[config.mk]
export PLATFORM = sky130hd
export DESIGN_NAME = mult_div_unit
export DESIGN_NICKNAME = d
export VERILOG_FILES = /design/src/rtl/mult_div_unit.sv
export SDC_FILE = /design/constraint.sdc
export NUM_CORES = 1
export LEC_CHECK = 0
export CORE_ASPECT_RATIO = 2
export CORE_MARGIN = 8
export CORE_UTILIZATION = 50
export CTS_BUF_LIST = sky130_fd_sc_hd__clkbuf_2
export DETAILED_ROUTE_END_ITERATION = 6
export DONT_BUFFER_PORTS = 1
export GPL_TIMING_DRIVEN = 0
export SETUP_SLACK_MARGIN = 0.15
export SLEW_MARGIN = 15
export SYNTH_ARGS = -nofsm -noshare
export SYNTH_HDL_FRONTEND = slang
export SYNTH_SLANG_ARGS = --single-unit
export TNS_END_PERCENT = 10
[constraint.sdc]
create_clock -name clk -period 6 [get_ports clk]
set_input_delay 0.3 -clock clk [delete_from_list [all_inputs] [get_ports clk]]
set_output_delay 0.3 -clock clk [all_outputs]
set_load 0.1 [all_outputs]
[src/rtl/mult_div_unit.sv]
// Sequential multiply/divide unit: one shift-add or restoring-divide step per cycle on
// operand magnitudes, with sign fix-up in the final RUN cycle before results reach HI/LO.
module mult_div_unit #(
    parameter int WIDTH = 32
) (
    input  logic             clk,
    input  logic             reset,
    input  logic             start,
    input  logic [1:0]       op,
    input  logic [WIDTH-1:0] a,
    input  logic [WIDTH-1:0] b,
    output logic [WIDTH-1:0] hi_out,
    output logic [WIDTH-1:0] lo_out,
    output logic             busy,
    output logic             done,
    output logic             div0
);

    localparam int CW = $clog2(WIDTH + 1);

    typedef enum logic [1:0] {IDLE, RUN, FIN, ERR} state_t;

    state_t           state;
    state_t           next_state;
    logic [CW-1:0]    cnt;
    logic             is_div;
    logic             neg_q;
    logic             neg_r;
    logic [WIDTH-1:0] acc;
    logic [WIDTH-1:0] q;
    logic [WIDTH-1:0] opnd;
    logic [WIDTH-1:0] acc_n;
    logic [WIDTH-1:0] q_n;
    logic [WIDTH:0]   msum;
    logic [WIDTH:0]   diff;
    logic             a_neg;
    logic             b_neg;
    logic             fits;

    function automatic logic [WIDTH-1:0] magnitude(input logic [WIDTH-1:0] v, input logic neg);
        return neg ? -v : v;
    endfunction

    function automatic logic [2*WIDTH-1:0] negate_wide(input logic [2*WIDTH-1:0] v, input logic neg);
        return neg ? -v : v;
    endfunction

    // op[0]=0 selects the signed variants of both MULT and DIV
    assign a_neg = ~op[0] & a[WIDTH-1];
    assign b_neg = ~op[0] & b[WIDTH-1];

    always_ff @(posedge clk) begin
        if (reset) state <= IDLE;
        else       state <= next_state;
    end

    always_comb begin
        next_state = state;
        case (state)
            IDLE: if (start) next_state = (op[1] && b == '0) ? ERR : RUN;
            RUN:  if (cnt == '0) next_state = FIN;
            FIN:  next_state = IDLE;
            ERR:  next_state = IDLE;
            default: next_state = IDLE;
        endcase
    end

    always_comb begin
        busy = (state == RUN);
        done = (state == FIN);
        div0 = (state == ERR);
    end

    // Multiply: {acc,q} shifts right, q starts as the multiplier magnitude.
    // Divide: {acc,q} shifts left, q collects quotient bits while acc holds the partial remainder.
    always_comb begin
        msum  = {1'b0, acc} + (q[0] ? {1'b0, opnd} : '0);
        diff  = {acc, q[WIDTH-1]} - {1'b0, opnd};
        fits  = ~diff[WIDTH];
        acc_n = msum[WIDTH:1];
        q_n   = {msum[0], q[WIDTH-1:1]};
        if (is_div) begin
            acc_n = fits ? diff[WIDTH-1:0] : {acc[WIDTH-2:0], q[WIDTH-1]};
            q_n   = {q[WIDTH-2:0], fits};
        end
    end

    always_ff @(posedge clk) begin
        if (state == IDLE && start) begin
            is_div <= op[1];
            neg_q  <= a_neg ^ b_neg;
            neg_r  <= a_neg;
            cnt    <= CW'(WIDTH);
            acc    <= '0;
            q      <= op[1] ? magnitude(a, a_neg) : magnitude(b, b_neg);
            opnd   <= op[1] ? magnitude(b, b_neg) : magnitude(a, a_neg);
        end else if (state == RUN && cnt != '0) begin
            cnt <= cnt - CW'(1);
            acc <= acc_n;
            q   <= q_n;
        end
    end

    // Results only move on the RUN->FIN transition, so they hold across ERR and idle time
    always_ff @(posedge clk) begin
        if (reset) begin
            hi_out <= '0;
            lo_out <= '0;
        end else if (state == RUN && cnt == '0) begin
            if (is_div) begin
                hi_out <= magnitude(acc, neg_r);
                lo_out <= magnitude(q, neg_q);
            end else begin
                {hi_out, lo_out} <= negate_wide({acc, q}, neg_q);
            end
        end
    end

endmodule

==> Word-level counts from Yosys, hierarchy flattened <==
Cells that the tools add are included.
{ "totals": {"register_bits": 171} }
{ "classes": {"n_reduce_logical": 11, "bitwise_logic": 5, "eq_ne": 5, "muxes": 19, "n_addsub": 8} }
{ "op_table": {"columns": ["operator", "count"], "rows": [
  ["$mux W32", 14],
  ["$neg A32 Y32", 4],
  ["$mux W64", 1],
  ["$neg A64 Y64", 1],
  ["$add A32 B32 Y33", 1],
  ["$sub A33 B32 Y33", 1],
  ["$logic_not A32 Y1", 1],
  ["$logic_not A6 Y1", 1],
  ["$mux W2", 3],
  ["$pmux W2 S3", 1],
  ["$reduce_bool A6 Y1", 1],
  ["$sub A6 B1 Y6 const B", 1],
  ["$eq A2 B2 Y1 const B", 2],
  ["$logic_and A1 B1 Y1", 4],
  ["$and A1 B1 Y1", 2],
  ["$eq A2 B1 Y1 const B", 1],
  ["$logic_not A2 Y1", 1],
  ["$ne A2 B1 Y1 const B", 1],
  ["$ne A2 B2 Y1 const B", 1],
  ["$not A1 Y1", 2],
  ["$reduce_and A2 Y1", 1],
  ["$reduce_bool A2 Y1", 1],
  ["$reduce_or A2 Y1", 1],
  ["$xor A1 B1 Y1", 1]
]} }

==> Depth between registers and ports, before layout <==
{ "depth": {"word_depth": 5, "mapped_depth": 14, "mapped_depth_nobuf": 13} }

==> Least setup slack after synthesis <==
No wires, ideal clock.
{ "synth_path": {"path_kind": "register to register", "startpoint": "reg q[31]", "endpoint": "reg q[0], data pin", "required_ns": 5.732, "period_less_slack_ns": 3.312, "setup_time_ns": 0.268, "path_slack_ns": 2.688, "t_arrival_ns": 3.044, "path_stages_with_launch": 15, "path_cell_list": "edfxtp_1 > inv_1 > ha_1 > fa_1 > nand2b_1 > a21oi_1 > a21oi_1 > o41ai_1 > o31ai_1 > xor2_1 > buf_2 > buf_2 > nand2_1 > o211ai_1 > o21ai_0"} }
{ "synth_between": {"elab_chain_len": 5} }
{ "synth_rtl": {"columns": ["item", "line", "text"], "rows": [
  ["start: declaration", "30", "logic [WIDTH-1:0] q;"],
  ["start signal: assignment", "95", "q <= op[1] ? magnitude(a, a_neg) : magnitude(b, b_neg);"],
  ["start signal: assignment", "100", "q <= q_n;"],
  ["$sub A33 B32 Y33", "78", "diff = {acc, q[WIDTH-1]} - {1'b0, opnd};"],
  ["$not A1 Y1", "79", "fits = ~diff[WIDTH];"],
  ["$mux W32", "82", "if (is_div) begin"],
  ["$mux W32", "97", "end else if (state == RUN && cnt != '0) begin"],
  ["$mux W32", "89", "if (state == IDLE && start) begin"]
]} }
No other way between the ends. The select of a mux whose other input is x is not followed.
A chain may end at the register's enable or synchronous reset.

==> Final worst setup path <==
{ "layout_path": {"startpoint": "reg q[0]", "endpoint": "reg acc[30]"} }
{ "layout_between": {"elab_chain_len": 3} }
{ "layout_rtl": {"columns": ["item", "line", "text"], "rows": [
  ["$mux W32", "77", "msum = {1'b0, acc} + (q[0] ? {1'b0, opnd} : '0);"],
  ["$add A32 B32 Y33", "77", null],
  ["$mux W32", "82", null],
  ["end signal: assignment", "99", "acc <= acc_n;"],
  ["end: declaration", "29", "logic [WIDTH-1:0] acc;"]
]} }
No other way between the ends.

==> out/summary.log <==
INFO  status         outcome=complete, no violations
INFO  power_and_ir_drop clock_power_share=11.6%
INFO  yosys          post_synth_fa_ha_maj_area_fraction=6.604%
INFO  floorplan      height_of_the_die=251.5µm
INFO  yosys          mapped_cells=1735
INFO  floorplan      die_width=133.8µm
INFO  global_route   global_route.usage.met3=4.303%
INFO  yosys          synth.area.top_cells=sky130_fd_sc_hd__dfxtp_1, sky130_fd_sc_hd__edfxtp_1, sky130_fd_sc_hd__mux2i_1
INFO  clock_network  cts_num_sinks=171
INFO  yosys          yosys.area_share.xor_xnor=11.30%
INFO  yosys          complex_gate_fraction_of_the_synthesized_area=22.86%
INFO  clock_network  tritoncts_clock_tree=yes
INFO  power_and_ir_drop cellPowerDensity=388.4nW/µm²
INFO  global_route   grt.overflow.total=0
INFO  global_route   grt_met2_usage=58.98%
INFO  power_and_ir_drop finalPower=0.006063W
INFO  final_layout   layout-drive-gt1-share=3.215%
INFO  yosys          yosys_warnings=0
INFO  sta            final.setup.tns=0ps
INFO  routing        drt-total-wl=54440µm
INFO  worst_setup_path cp_max_fo=10
INFO  power_and_ir_drop p_sw=0.003157W
INFO  sta            number_of_failing_setup_endpoints_in_the_final_timing_report=0
INFO  clock_network  h-tree-depth=4
INFO  placement      dpl-instance-area=14330µm²
INFO  sta            timing.final.ws_setup=1165ps
INFO  final_layout   final.fill_count=2692
INFO  worst_setup_path setup.worst_path.start_class=flip-flop
INFO  power_and_ir_drop power_report.internal_total=0.002906W
INFO  clock_network  cts.reportedPaths.clkPinSlew=280ps
INFO  global_route   gr-usage-all-layers=31.87%
INFO  routing        vias=13920
INFO  power_and_ir_drop worst_ir_drop_vdd=0.1877mV
INFO  yosys          synth_fp_nets=1876
INFO  yosys          synth-edff-count=67
INFO  worst_setup_path critical_path_buffers_and_inverters=2
INFO  worst_setup_path critical_path.top_delay_family=compound AO/OA/AOI/OAI gates
INFO  sta            worst_slew_margin_rel=28.53%
INFO  hold_path      min_path_type=in2reg
INFO  worst_setup_path crit_path_cell_trace=inv_1 > clkbuf_1 > nor2_1 > ha_1 > o211ai_1 > o21ai_0 > o211ai_1 > nand3_1 > o2111ai_1 > a211o_1 > a311oi_1 > a31oi_1 > xor2_1 > a221oi_1
INFO  worst_setup_path crit_path_most_repeated_cell=sky130_fd_sc_hd__o211ai_1
INFO  yosys          synth.distinct_cells=70
INFO  yosys          post_synth_and_or_nand_nor_area_fraction=18.34%
INFO  floorplan      rows=86
INFO  global_route   number_of_global_route_vias_before_repair=14100
INFO  worst_setup_path critPathSlowestCell=sky130_fd_sc_hd__edfxtp_1
INFO  worst_setup_path worstSetupPathType=reg2reg
INFO  floorplan      floorplan.core_area=27440µm²
INFO  worst_setup_path crit_path_max_incr_delay=590ps
INFO  yosys          synth-seq-area-share=29.52%
INFO  run            cap_violations=0
INFO  global_route   grt_pass1_wl=81750µm
INFO  worst_setup_path endpoint_kind=flip-flop
INFO  power_and_ir_drop p_leak=6.079nW
INFO  sta            hold_viol_final=0
INFO  power_and_ir_drop power.share.combinational=54.0%
INFO  placement      hpwl=43610µm
INFO  clock_network  worst_skew_pair.late_latency=850ps
INFO  global_route   gr-max-usage-layer=met2
INFO  worst_setup_path worst_ep_required_time=6740ps
INFO  worst_setup_path worst-endpoint-arrival=5580ps
INFO  routing        vias_per_cell=6.266
INFO  routing        wl_per_cell=24.50µm
INFO  sta            finalMaxSlewViolations=0
INFO  yosys          yosys-mux-area-fraction=6.865%
INFO  clock_network  number_of_buffers_inserted_during_clock_tree_synthesis=17
INFO  yosys          yosys.cell_count.top_type=sky130_fd_sc_hd__nor2_1
INFO  routing        drt_iter0_markers=882
INFO  yosys          ys_top_cells_by_count=sky130_fd_sc_hd__nor2_1, sky130_fd_sc_hd__a21oi_1, sky130_fd_sc_hd__nand2_1
INFO  clock_network  clk_path_buf_depth=2
INFO  sta            rsz0062_at_grt=no
INFO  sta            fin_crit_sh=80.58%
INFO  yosys          synth_top_cell_area_share=15.01%
INFO  floorplan      ioPinCount=136
INFO  sta            worst_pin_slew=1067ps
INFO  yosys          postSynth.topFlopCell=sky130_fd_sc_hd__dfxtp_1
INFO  floorplan      dieArea=33650µm²
INFO  sta            post-route-min-period=4835ps
INFO  yosys          ys_seq_elements=171
INFO  global_route   number_of_antenna_violations_at_the_first_check_in_global_routing=1
INFO  floorplan      initial_utilization=50.55%
INFO  power_and_ir_drop power_frac_seq=34.4%
INFO  yosys          share_of_flip_flops_with_an_asynchronous_set_or_reset_after_synthesis=0%
INFO  placement      routabilityCongestion=1.017
INFO  sta            clock-skew-final=83.21ps
INFO  final_layout   synthesis_to_finish_area_growth=12.57%
INFO  yosys          dominant_combinational_cell_family_by_area_after_synthesis=compound AO/OA/AOI/OAI gates
INFO  yosys          post_synth_instance_area=13870µm²
INFO  placement      post-place-ws=1312ps
INFO  routing        detail-route-antenna-nets=0
INFO  global_route   global_route.usage.met1=28.84%
INFO  final_layout   stdcell_area=15610µm²
INFO  final_layout   utilization=56.90%
INFO  power_and_ir_drop power.share.switching=52.06%
INFO  routing        post-route-drc-count=0
INFO  yosys          yosys.area.top_type=sky130_fd_sc_hd__dfxtp_1
INFO  sta            fmax=206.8MHz
INFO  yosys          post_synth.cell_area_avg=7.994µm²
INFO  placement      numPortBuffers=0
INFO  global_route   largest_net_degree_at_the_start_of_global_routing=38
INFO  clock_network  clk_root_buffer_cell=sky130_fd_sc_hd__clkbuf_2
INFO  final_layout   final_net_count=1994
INFO  routing        drt_pre_antenna_iters=7
## power by group through the flow
| stage | Combinational, W | Sequential [W] | Clock, W |
|---|---|---|---|
| CTS | 0.00321 | 0.00207 | 0.000712 |
| finish | 0.00327 | 0.00209 | 0.000705 |
| detailed placement | 0.00311 | 0.00210 | 0 |
| global route | 0.00353 | 0.00209 | 0.000757 |
| floorplan | 0.00223 | 0.00187 | 0 |
| global placement | 0.00308 | 0.00210 | 0 |
## metrics by stage
step,hold slack (ps),cells
2_1_floorplan,398.9,1735
3_3_place_gp,400.5,2087
3_5_place_dp,400.3,2088
4_1_cts,0.3427,2218
5_1_grt,26.78,2222
6_report,74.47,2222
## final timing paths
path                              from      end  slack [ps]  cells past startpoint
worst min-delay path             a[27]    q[29]          70                      4
worst max-delay path              q[0]  acc[30]        1170                     14
worst min register to register  cnt[1]   cnt[1]         530                      2
worst max register to register    q[0]  acc[30]        1170                     14
## cell usage in the layout (no fill, tap or decap), drive strengths merged, types with 12 or more instances in the layout
cell / netlist / routed
xnor2: 95 / 95
a21o: 28 / 28
o41ai: 12 / 12
nand2b: 22 / 22
edfxtp: 67 / 67
o21ai: 118 / 118
nor3: 33 / 33
o221ai: 12 / 12
a31oi: 19 / 19
dfxtp: 104 / 104
nor4: 17 / 17
clkbuf: 73 / 90
dlygate4sd3: 0 / 98
xor2: 84 / 84
ha: 70 / 70
a21oi: 161 / 161
buf: 14 / 15
o31ai: 25 / 25
inv: 77 / 82
nand2: 150 / 150
o211ai: 14 / 14
or3: 18 / 18
nor2b: 12 / 12
or4: 15 / 15
a211oi: 59 / 59
nand3: 36 / 36
mux2i: 94 / 94
nor2: 198 / 198
## routing by layer
layer	vias to the layer above	part of all wire, %
li1	6518	-
met1	6594	32
met2	577	53
met3	234	4.4
met4	0	11
met5	-	0
## tightest hold or removal path: stages
cell                      delay, ps
sky130_fd_sc_hd__o31ai_4         50
sky130_fd_sc_hd__xor2_1         180
sky130_fd_sc_hd__a211o_1        170
sky130_fd_sc_hd__o21ai_1         60
## registers in the layout (all words and copies together) (netlist names)
| name | flops |
|---|---|
| acc | 32 |
| cnt | 6 |
| hi_out | 32 |
| is_div | 1 |
| lo_out | 32 |
| neg_q | 1 |
| neg_r | 1 |
| opnd | 32 |
| q | 32 |
| state | 2 |
## cells by family after synthesis
group                      after synthesis
AOI/OAI and AO/OA                      506
xor gates and xnor gates               179
adders and majority gates               72
buffers and inverters                  165
DFF                                    171
muxes                                   95
and+or+nand+nor                        547
## cell type report
type / instances / area [µm²] / area share [%]
Tap cell: 352 / 440.4 / 2.821
Clock inverter: 15 / 202.7 / 1.298
Sequential cell: 171 / 4094 / 26.22
Clock buffer: 17 / 85.08 / 0.5450
Antenna cell: 4 / 10.01 / 0.06411
Buffer: 87 / 334.1 / 2.140
Inverter: 78 / 292.8 / 1.875
Timing Repair Buffer: 99 / 1001 / 6.411
Multi-Input combinational cell: 1399 / 9153 / 58.62
## timing repair
item / 4_1_cts / 5_1_grt
hold endpoints to repair: 76 / 0
buffers inserted: 0 / 0
resized for setup: 0 / 0
hold buffers: 98 / 0
No activity file was read; power rests on OpenSTA's default activity.
